File: config.mk
export PLATFORM = sky130hd
export DESIGN_NAME = ascon_aead_core
export DESIGN_NICKNAME = d
export VERILOG_FILES = /design/src/rtl/ascon_pkg.sv /design/src/rtl/ascon_aead_core_round.sv /design/src/rtl/ascon_aead_core.sv
export SDC_FILE = /design/constraint.sdc
export NUM_CORES = 2
export LEC_CHECK = 0
export CAP_MARGIN = 0
export CORE_MARGIN = 10
export CORE_UTILIZATION = 65
export DETAILED_ROUTE_END_ITERATION = 7
export DONT_BUFFER_PORTS = 1
export PLACE_DENSITY_LB_ADDON = 0.2
export SLEW_MARGIN = 20
export SYNTH_ARGS = -nofsm -noshare
export SYNTH_HDL_FRONTEND = slang
export SYNTH_HIERARCHICAL = 1
export SYNTH_SLANG_ARGS = --single-unit
File: constraint.sdc
create_clock -name clk -period 10.4 [get_ports clk]
set_input_delay 2.08 -clock clk [delete_from_list [all_inputs] [get_ports clk]]
set_output_delay 2.08 -clock clk [all_outputs]
set_load 0.01 [all_outputs]
File: src/rtl/ascon_pkg.sv
// Shared Ascon-128 definitions: IV, widths, round constants and the core FSM encoding.
`default_nettype none
package ascon_pkg;

    localparam int RATE_W  = 64;
    localparam int CAP_W   = 256;
    localparam int STATE_W = RATE_W + CAP_W;

    localparam logic [63:0] IV  = 64'h80400c0600000000;
    localparam logic [63:0] PAD = 64'h8000000000000000;

    typedef enum logic [3:0] {
        ST_IDLE,
        ST_INIT,
        ST_AD_ABS,
        ST_AD_PERM,
        ST_AD_PAD,
        ST_DOM_SEP,
        ST_MSG_ABS,
        ST_MSG_PERM,
        ST_FINAL,
        ST_DONE
    } state_t;

    function automatic logic [7:0] round_const(input logic [3:0] idx);
        return 8'hf0 - 8'(idx) * 8'h0f;
    endfunction

    function automatic logic [63:0] rotr64(input logic [63:0] x, input int unsigned n);
        return (x >> n) | (x << (64 - n));
    endfunction

endpackage
`default_nettype wire

File: src/rtl/ascon_aead_core_round.sv
// One Ascon round: constant addition, 5-bit S-box layer (bitsliced) and linear diffusion.
`default_nettype none
module ascon_round
    import ascon_pkg::*;
(
    input  logic [STATE_W-1:0] state_i,
    input  logic [7:0]         rc_i,
    output logic [STATE_W-1:0] state_o
);

    logic [63:0] a0, a1, a2, a3, a4;
    logic [63:0] b0, b1, b2, b3, b4;
    logic [63:0] c0, c1, c2, c3, c4;

    assign a0 = state_i[319:256] ^ state_i[63:0];
    assign a1 = state_i[255:192];
    assign a2 = state_i[191:128] ^ {56'd0, rc_i} ^ state_i[255:192];
    assign a3 = state_i[127:64];
    assign a4 = state_i[63:0] ^ state_i[127:64];

    assign b0 = a0 ^ (~a1 & a2);
    assign b1 = a1 ^ (~a2 & a3);
    assign b2 = a2 ^ (~a3 & a4);
    assign b3 = a3 ^ (~a4 & a0);
    assign b4 = a4 ^ (~a0 & a1);

    assign c0 = b0 ^ b4;
    assign c1 = b1 ^ b0;
    assign c2 = ~b2;
    assign c3 = b3 ^ b2;
    assign c4 = b4;

    assign state_o = {
        c0 ^ rotr64(c0, 19) ^ rotr64(c0, 28),
        c1 ^ rotr64(c1, 61) ^ rotr64(c1, 39),
        c2 ^ rotr64(c2, 1)  ^ rotr64(c2, 6),
        c3 ^ rotr64(c3, 10) ^ rotr64(c3, 17),
        c4 ^ rotr64(c4, 7)  ^ rotr64(c4, 41)
    };

endmodule
`default_nettype wire

File: src/rtl/ascon_aead_core.sv
// Iterative streaming Ascon-128 AEAD engine, UNROLL rounds per cycle, valid/ready data ports.
`default_nettype none
module ascon_aead_core
    import ascon_pkg::*;
#(
    parameter int UNROLL = 1,
    parameter int CNT_W  = 16
) (
    input  logic             clk,
    input  logic             rst_n,
    input  logic             start_i,
    input  logic             mode_i,
    input  logic [127:0]     key_i,
    input  logic [127:0]     nonce_i,
    input  logic [CNT_W-1:0] ad_blocks_i,
    input  logic [CNT_W-1:0] msg_blocks_i,
    input  logic [127:0]     tag_in_i,
    output logic             busy_o,
    input  logic             in_valid_i,
    output logic             in_ready_o,
    input  logic [63:0]      in_data_i,
    output logic             out_valid_o,
    input  logic             out_ready_i,
    output logic [63:0]      out_data_o,
    output logic [127:0]     tag_out_o,
    output logic             tag_ok_o,
    output logic             done_o
);

    localparam logic [3:0] RSTEP = 4'(UNROLL);

    state_t             fsm_q;
    logic [STATE_W-1:0] s_q;
    logic [127:0]       key_q, tag_in_q, tag_out_q;
    logic [CNT_W-1:0]   ad_cnt_q, msg_cnt_q;
    logic [3:0]         rnd_q;
    logic               mode_q, pad_q, busy_q, done_q, tag_ok_q, out_valid_q;
    logic [63:0]        out_data_q;

    logic [STATE_W-1:0] chain [UNROLL+1];
    logic [STATE_W-1:0] perm_out;
    logic               perm_last;
    logic [127:0]       tag_calc;

    assign chain[0] = s_q;
    for (genvar j = 0; j < UNROLL; j++) begin : g_round
        ascon_round u_round (
            .state_i (chain[j]),
            .rc_i    (round_const(rnd_q + 4'(j))),
            .state_o (chain[j+1])
        );
    end
    assign perm_out  = chain[UNROLL];
    assign perm_last = (int'(rnd_q) + UNROLL) == 12;
    assign tag_calc  = s_q[127:0] ^ key_q;

    // The message window stalls only on a full output register that is not draining.
    assign in_ready_o = (fsm_q == ST_AD_ABS) ||
                        ((fsm_q == ST_MSG_ABS) && (msg_cnt_q != '0) && (!out_valid_q || out_ready_i));

    always_ff @(posedge clk or negedge rst_n) begin
        if (!rst_n) begin
            fsm_q       <= ST_IDLE;
            s_q         <= '0;
            key_q       <= '0;
            tag_in_q    <= '0;
            tag_out_q   <= '0;
            ad_cnt_q    <= '0;
            msg_cnt_q   <= '0;
            rnd_q       <= '0;
            mode_q      <= 1'b0;
            pad_q       <= 1'b0;
            busy_q      <= 1'b0;
            done_q      <= 1'b0;
            tag_ok_q    <= 1'b0;
            out_valid_q <= 1'b0;
            out_data_q  <= '0;
        end else begin
            done_q <= 1'b0;
            if (out_valid_q && out_ready_i) begin
                out_valid_q <= 1'b0;
            end
            case (fsm_q)
                ST_IDLE: begin
                    if (start_i) begin
                        mode_q    <= mode_i;
                        key_q     <= key_i;
                        tag_in_q  <= tag_in_i;
                        ad_cnt_q  <= ad_blocks_i;
                        msg_cnt_q <= msg_blocks_i;
                        s_q       <= {IV, key_i, nonce_i};
                        rnd_q     <= 4'd0;
                        pad_q     <= 1'b0;
                        busy_q    <= 1'b1;
                        tag_ok_q  <= 1'b0;
                        tag_out_q <= '0;
                        fsm_q     <= ST_INIT;
                    end
                end
                ST_INIT: begin
                    s_q   <= perm_out;
                    rnd_q <= rnd_q + RSTEP;
                    if (perm_last) begin
                        s_q   <= perm_out ^ {192'd0, key_q};
                        fsm_q <= (ad_cnt_q != '0) ? ST_AD_ABS : ST_DOM_SEP;
                    end
                end
                ST_AD_ABS: begin
                    if (in_valid_i) begin
                        s_q[319:256] <= s_q[319:256] ^ in_data_i;
                        ad_cnt_q     <= ad_cnt_q - CNT_W'(1);
                        rnd_q        <= 4'd6;
                        fsm_q        <= ST_AD_PERM;
                    end
                end
                ST_AD_PERM: begin
                    s_q   <= perm_out;
                    rnd_q <= rnd_q + RSTEP;
                    if (perm_last) begin
                        if (ad_cnt_q != '0) begin
                            fsm_q <= ST_AD_ABS;
                        end else begin
                            fsm_q <= pad_q ? ST_DOM_SEP : ST_AD_PAD;
                        end
                    end
                end
                ST_AD_PAD: begin
                    s_q[319:256] <= s_q[319:256] ^ PAD;
                    pad_q        <= 1'b1;
                    rnd_q        <= 4'd6;
                    fsm_q        <= ST_AD_PERM;
                end
                ST_DOM_SEP: begin
                    s_q[0] <= ~s_q[0];
                    fsm_q  <= ST_MSG_ABS;
                end
                ST_MSG_ABS: begin
                    if (msg_cnt_q == '0) begin
                        // Implicit empty-block pad and finalization key mix share one cycle.
                        s_q   <= s_q ^ {PAD, key_q, 128'd0};
                        rnd_q <= 4'd0;
                        fsm_q <= ST_FINAL;
                    end else if (in_valid_i && in_ready_o) begin
                        out_data_q   <= s_q[319:256] ^ in_data_i;
                        out_valid_q  <= 1'b1;
                        s_q[319:256] <= mode_q ? in_data_i : (s_q[319:256] ^ in_data_i);
                        msg_cnt_q    <= msg_cnt_q - CNT_W'(1);
                        rnd_q        <= 4'd6;
                        fsm_q        <= ST_MSG_PERM;
                    end
                end
                ST_MSG_PERM: begin
                    s_q   <= perm_out;
                    rnd_q <= rnd_q + RSTEP;
                    if (perm_last) begin
                        fsm_q <= ST_MSG_ABS;
                    end
                end
                ST_FINAL: begin
                    s_q   <= perm_out;
                    rnd_q <= rnd_q + RSTEP;
                    if (perm_last) begin
                        fsm_q <= ST_DONE;
                    end
                end
                ST_DONE: begin
                    if (!out_valid_q || out_ready_i) begin
                        done_q    <= 1'b1;
                        busy_q    <= 1'b0;
                        tag_out_q <= tag_calc;
                        tag_ok_q  <= mode_q ? (tag_calc == tag_in_q) : 1'b1;
                        fsm_q     <= ST_IDLE;
                    end
                end
                default: fsm_q <= ST_IDLE;
            endcase
        end
    end

    assign busy_o      = busy_q;
    assign done_o      = done_q;
    assign tag_out_o   = tag_out_q;
    assign tag_ok_o    = tag_ok_q;
    assign out_valid_o = out_valid_q;
    assign out_data_o  = out_data_q;

endmodule
`default_nettype wire

* Word-level counts from Yosys, hierarchy flattened
Index checks and enable logic that the tools add are counted.
** Word-level totals
- Flip-flop bits (word level) :: 814
- Bits in latches :: 0
- Memory bits (writable) :: 0
- Bits in read-only memories :: 0
- Input bits :: 486
- Output and inout bits :: 197
- Word-level logic and storage cells :: 183
- Memories kept :: 0
** Operators by class
- Add/sub/neg operators :: 5
- Multiply operators :: 1
- Div/mod/pow operators :: 0
- Magnitude comparators :: 0
- Equal/unequal tests :: 22
- Shift-type cells :: 0
- Multiplexer cells :: 52
- Bitwise logic cells :: 51
- Reductions and logical operators :: 34
** Operator list (count)
- bitwise XOR 64 bit :: 22
- case mux 255 bit (4 select lines) :: 1
- 2-to-1 mux 320 bit :: 2
- inverter 64 bit :: 6
- case mux 64 bit (6 select lines) :: 1
- AND 64 bit :: 5
- bitwise XOR 320 x 128 -> 320 bit :: 1
- bitwise XOR 320 bit :: 1
- 2-to-1 mux 128 bit :: 2
- 2-to-1 mux 256 bit :: 1
- 2-to-1 mux 64 bit :: 4
- case mux 128 bit (2 select lines) :: 1
- == test 128 bit :: 1
- bitwise XOR 128 bit :: 1
- 2-to-1 mux 16 bit :: 5
- bitwise OR 23 x 64 -> 64 bit :: 1
- bitwise OR 25 x 64 -> 64 bit :: 1
- bitwise OR 3 x 64 -> 64 bit :: 1
- bitwise OR 36 x 64 -> 64 bit :: 1
- bitwise OR 45 x 64 -> 64 bit :: 1
- bitwise OR 47 x 64 -> 64 bit :: 1
- bitwise OR 54 x 64 -> 64 bit :: 1
- bitwise OR 57 x 64 -> 64 bit :: 1
- bitwise OR 58 x 64 -> 64 bit :: 1
- other kinds (41) :: 102

* Depth between registers and ports, before layout
- Word-level depth :: 14
- Mapped depth :: 19
- Mapped depth without buffers :: 19

* Modules after synthesis
The synthesis kept the hierarchy.
** By module, submodules not included
- ascon_aead_core :: times used 1, cells each 4793, area an instance 42981.2 sq um, sequential area each 20369.5 sq um
- ascon_round :: times used 1, cells each 1558, area an instance 17100.2 sq um, sequential area each 0.0 sq um

* Worst setup path before layout
OpenSTA, ideal clock, no wires.
- Path kind :: input port to output port
- Start point :: input out_ready_i
- End point :: output in_ready_o
- Data arrival time :: 2.368 ns
- Data required time :: 8.320 ns
- Path slack :: 5.952 ns
- Stages on the path :: 3
- Buffers on the path :: 0
- Cell sequence :: nand2b_1 > nand2_1 > nand2_1
** Between the ends
- Word-level cells in the longest chain between the ends :: 3
** RTL lines
- start, declared :: line ascon_aead_core.sv:23 : input logic out_ready_i,
- logical OR 1 bit :: line ascon_aead_core.sv:59 : ((fsm_q == ST_MSG_ABS) && (msg_cnt_q != '0) && (!out_valid_q || out_ready_i));
- logical AND 1 bit :: line ascon_aead_core.sv:59
- logical OR 1 bit :: line ascon_aead_core.sv:58 : assign in_ready_o = (fsm_q == ST_AD_ABS) ||
- end, declared :: line ascon_aead_core.sv:20 : output logic in_ready_o,
Every way passes these cells.

* Worst setup path after layout
- Start point :: register rnd_q[2]
- End point :: register s_q[70]
** Between the ends
- Word-level cells in the longest chain between the ends :: 11
- Elaborated cells on any way between the ends :: 13
- Those cells by class :: add/sub: 2; mul: 1; eq/ne: 1; mux: 2; bitwise: 7
** RTL lines
- start, declared :: line ascon_aead_core.sv:36 : logic [3:0] rnd_q;
- start signal, assigned :: line ascon_aead_core.sv:102 : rnd_q <= rnd_q + RSTEP;
- start signal, assigned :: line ascon_aead_core.sv:118 : rnd_q <= rnd_q + RSTEP;
- start signal, assigned :: line ascon_aead_core.sv:154 : rnd_q <= rnd_q + RSTEP;
- multiplier 4 x 4 -> 8 bit (*) :: line ascon_pkg.sv:26 : return 8'hf0 - 8'(idx) * 8'h0f;
- subtractor 8 bit (*) :: line ascon_pkg.sv:26
- bitwise XOR 64 x 8 -> 64 bit (*) :: line ascon_aead_core_round.sv:17 : assign a2 = state_i[191:128] ^ {56'd0, rc_i} ^ state_i[255:192];
- bitwise XOR 64 bit (*) :: line ascon_aead_core_round.sv:17
- bitwise XOR 64 bit (*) :: line ascon_aead_core_round.sv:23 : assign b2 = a2 ^ (~a3 & a4);
- bitwise XOR 64 bit (*) :: line ascon_aead_core_round.sv:30 : assign c3 = b3 ^ b2;
- bitwise XOR 64 bit (*) (2 in a row) :: line ascon_aead_core_round.sv:37 : c3 ^ rotr64(c3, 10) ^ rotr64(c3, 17),
- net perm_out[70] :: line ascon_aead_core.sv:41 : logic [STATE_W-1:0] perm_out;
- bitwise XOR 320 x 128 -> 320 bit :: line ascon_aead_core.sv:104 : s_q <= perm_out ^ {192'd0, key_q};
- 2-to-1 mux 320 bit :: line ascon_aead_core.sv:103 : if (perm_last) begin
- case mux 255 bit (4 select lines) (*) :: line ascon_aead_core.sv:83 : case (fsm_q)
- end signal, assigned :: line ascon_aead_core.sv:91 : s_q <= {IV, key_i, nonce_i};
- end signal, assigned :: line ascon_aead_core.sv:101 : s_q <= perm_out;
- end signal, assigned :: line ascon_aead_core.sv:104
- end, declared :: line ascon_aead_core.sv:33 : logic [STATE_W-1:0] s_q;
Mark *: on every way through the listed nets, which the timed path passes. The rest lies on a longest branch.
A chain may end at the register's enable or synchronous reset.

==> flow_summary.yaml <==
run_status:
  run_status: "complete, but fails checks"
  violations: "design-rule violations"
detailed_routing:
  routed.top_layer: "met5"
  wl_per_cell_um: 35.8
  first_pass_iters: 7
  wl_met3_um: 37500
  wl_met1_um: 88100
  drt-initial-drc-count: 8440
  ant_nets: 0
  viasPerCell: 7.02
  wl_um: 266000
  wl_met2_um: 110000
  drc: 2
  vias: 52100
global_routing:
  antenna_found_initial: 62
  grt.total_usage: 0.494
  grt_first_pass_wirelength_um: 365000
  grt_max_degree: 815
  gr-total-overflow: 0
  first_global_vias: 48400
critical_path:
  path_cells: "inv_1 -> fa_1 -> ha_1 -> inv_1 -> ha_1 -> fa_1 -> a21o_1 -> a21oi_1 -> xnor2_1 -> xor2_1 -> ha_1 -> xnor2_1 -> xnor2_2 -> xnor3_1 -> nand3b_1 -> a31oi_1 -> a21o_1"
  timing.rr.end: "s_q[70]"
  regToRegStartpoint: "rnd_q[2]"
  slowest_stage: "xnor2_1"
  r2r.worst_path.cells: 17
  end_kind: "register"
  rrSetupSlack_ps: 5300
  crit_fanout: 8
  critPathMaxStageDelay_ps: 520
  crit_start: "rnd_q[2]"
  path_class: "register to register"
  crit_top_cell: "ha_1"
  crit_path_start_kind: "register"
  arrival_ps: 5730
  required_ps: 11030
clock_tree:
  cts_root_buffer: "clkbuf_16"
  cts_buffers: 91
  clockBufferDepth: 3
  cts_setup_buffers: 0
  clk_pin_slew_ps: 60
  cts_hold_repair.buffers: 0
  cts_tree: "done"
  ctsResizeCount: 0
  htreeDepth: 3
  cts.sinks: 814
  worstSkewPairLatency_ps: 720
worst_hold_path:
  holdPathEnd: "ad_cnt_q[12]"
  min_path_type: "register to register"
  min-delay-start: "ad_cnt_q[12]"
  min_path_cells: 2
cells_and_area:
  drive_gt1_frac: 0.0762
  area_delta_synth_final_pct: 6.75
  fin_util: 0.700
  fill_cells: 7007
  layout.nets: 6744
floorplanning:
  ios: 683
  fp.dieW_um: 324
  die_y_um: 324
  dieArea_um2: 105000
  start_util: 0.655
  fp-row-count: 111
  coreArea_um2: 91700
logic_synthesis:
  ys_ff_latch: 814
  syn_inst: 6351
  synth.distinct_cells: 72
  synth_warnings: 6
  synth_edf_count: 0
  dominantRegCellSynth: "dfrtp_1"
  async_flop_share: 1.00
  synth_top_area_share: 0.339
  postSynthAreaPerCell_um2: 9.46
  yosys.cell_count.top_type: "nand2_1"
  yosysSeqAreaShare: 0.339
  synth_nets: 6991
  synth_area_leader_cell: "dfrtp_1"
  synthTopCellsByCount: "1046 x nand2_1, 814 x dfrtp_1, 690 x xnor2_1"
  synth_area_leaders: "dfrtp_1 34%, xnor3_1 11%, xnor2_1 10%, nand2_1 6.5%, xnor2_2 4.6%"
  syn_area_um2: 60100
timing:
  layout_min_cycle_time_ps: 5100
  setup_viol: 0
  hold_viol: 0
  skew_ps: 45.4
  period_share: 0.490
  tns_ps: 0
  slew_headroom: 0.0443
  drv_slew: 0
  fmax_mhz: 196
  rsz0062_at_grt: "no"
  tightest_slew_ps: 1420
placement:
  io_buffers: 0
  gp_congestion: 1.10
  dp_hpwl_um: 202000
job:
  drv_cap: 0
layout make-up:
| class | count | area (um^2) | area share |
|---|---|---|---|
| flip-flops and latches | 814 | 20400 | 0.318 |
| clock buffers | 138 | 2810 | 0.0438 |
| multi-input cells | 4918 | 37500 | 0.585 |
| repair buffers | 65 | 613 | 0.00956 |
| clock inverters | 30 | 409 | 0.00638 |
| inverters | 214 | 803 | 0.0125 |
| diodes | 51 | 128 | 0.00199 |
| well taps | 1186 | 1480 | 0.0231 |
worst max-delay path by stage:
stage	end	slack, ps
2_1_floorplan	in_ready_o	5950
3_5_place_dp	s_q[70]	5360
6_report	s_q[70]	5300
5_1_grt	s_q[70]	5040
3_3_place_gp	s_q[124]	5500
4_1_cts	s_q[70]	5340
state kept, by name, indices dropped and copies added, names as in the netlist:
signal,flops
ad_cnt_q,16
busy_o,1
rnd_q,4
out_data_o,64
pad_q,1
key_q,128
done_o,1
msg_cnt_q,16
tag_ok_o,1
s_q,320
mode_q,1
tag_in_q,128
tag_out_o,128
out_valid_o,1
fsm_q,4
layer usage:
layer	up-vias	GRT usage
met5	-	0.000945
met4	28	0.414
met3	1106	0.178
met2	4278	0.712
met1	25400	0.586
li1	21200	-
cells in the final DEF, fill, tap and decap left out, types with 129 or more instances in the layout:
master | Yosys | routed
a21oi_1 | 396 | 395
a221oi_1 | 132 | 132
dfrtp_1 | 814 | 814
ha_1 | 152 | 152
inv_1 | 206 | 206
nand2_1 | 1046 | 1043
nand3b_1 | 129 | 129
nor2_1 | 469 | 466
o21ai_0 | 533 | 533
xnor2_1 | 690 | 686
xnor2_2 | 170 | 174
xnor3_1 | 281 | 281
xor2_1 | 194 | 193
through the flow:
stage               hold WS, ps  worst slack (ps)  cell area (um^2)  std cells
CTS                         480              5340             63800       7360
global route                504              5040             64100       7393
floorplan                   441              5950             60100       6351
finish                      483              5300             64100       7416
global placement            465              5500             60600       7192
detailed placement          468              5360             60600       7192
cell families after synthesis:
kind of cell,count (synthesis),synth area share
AND/OR/NAND/NOR,1786,0.126
AO/OA/AOI/OAI,1526,0.154
XOR/XNOR,1381,0.296
flip-flops,814,0.339
buffers and inverters,619,0.0399
adder cells (fa/ha/maj),217,0.0432
multiplexers,8,0.00133
worst max-delay path: cells and delay by family, from the launching register on:
family          cells  cell delay (ps)
fa+ha+maj           5             1780
xor+xnor            5             1670
compound gates      4              660
flops               1              420
buf+inv             2              310
simple gates        1              170
Power is not shown: default switching activity piles up to over one toggle a cycle in this logic, so the estimate is an artifact.
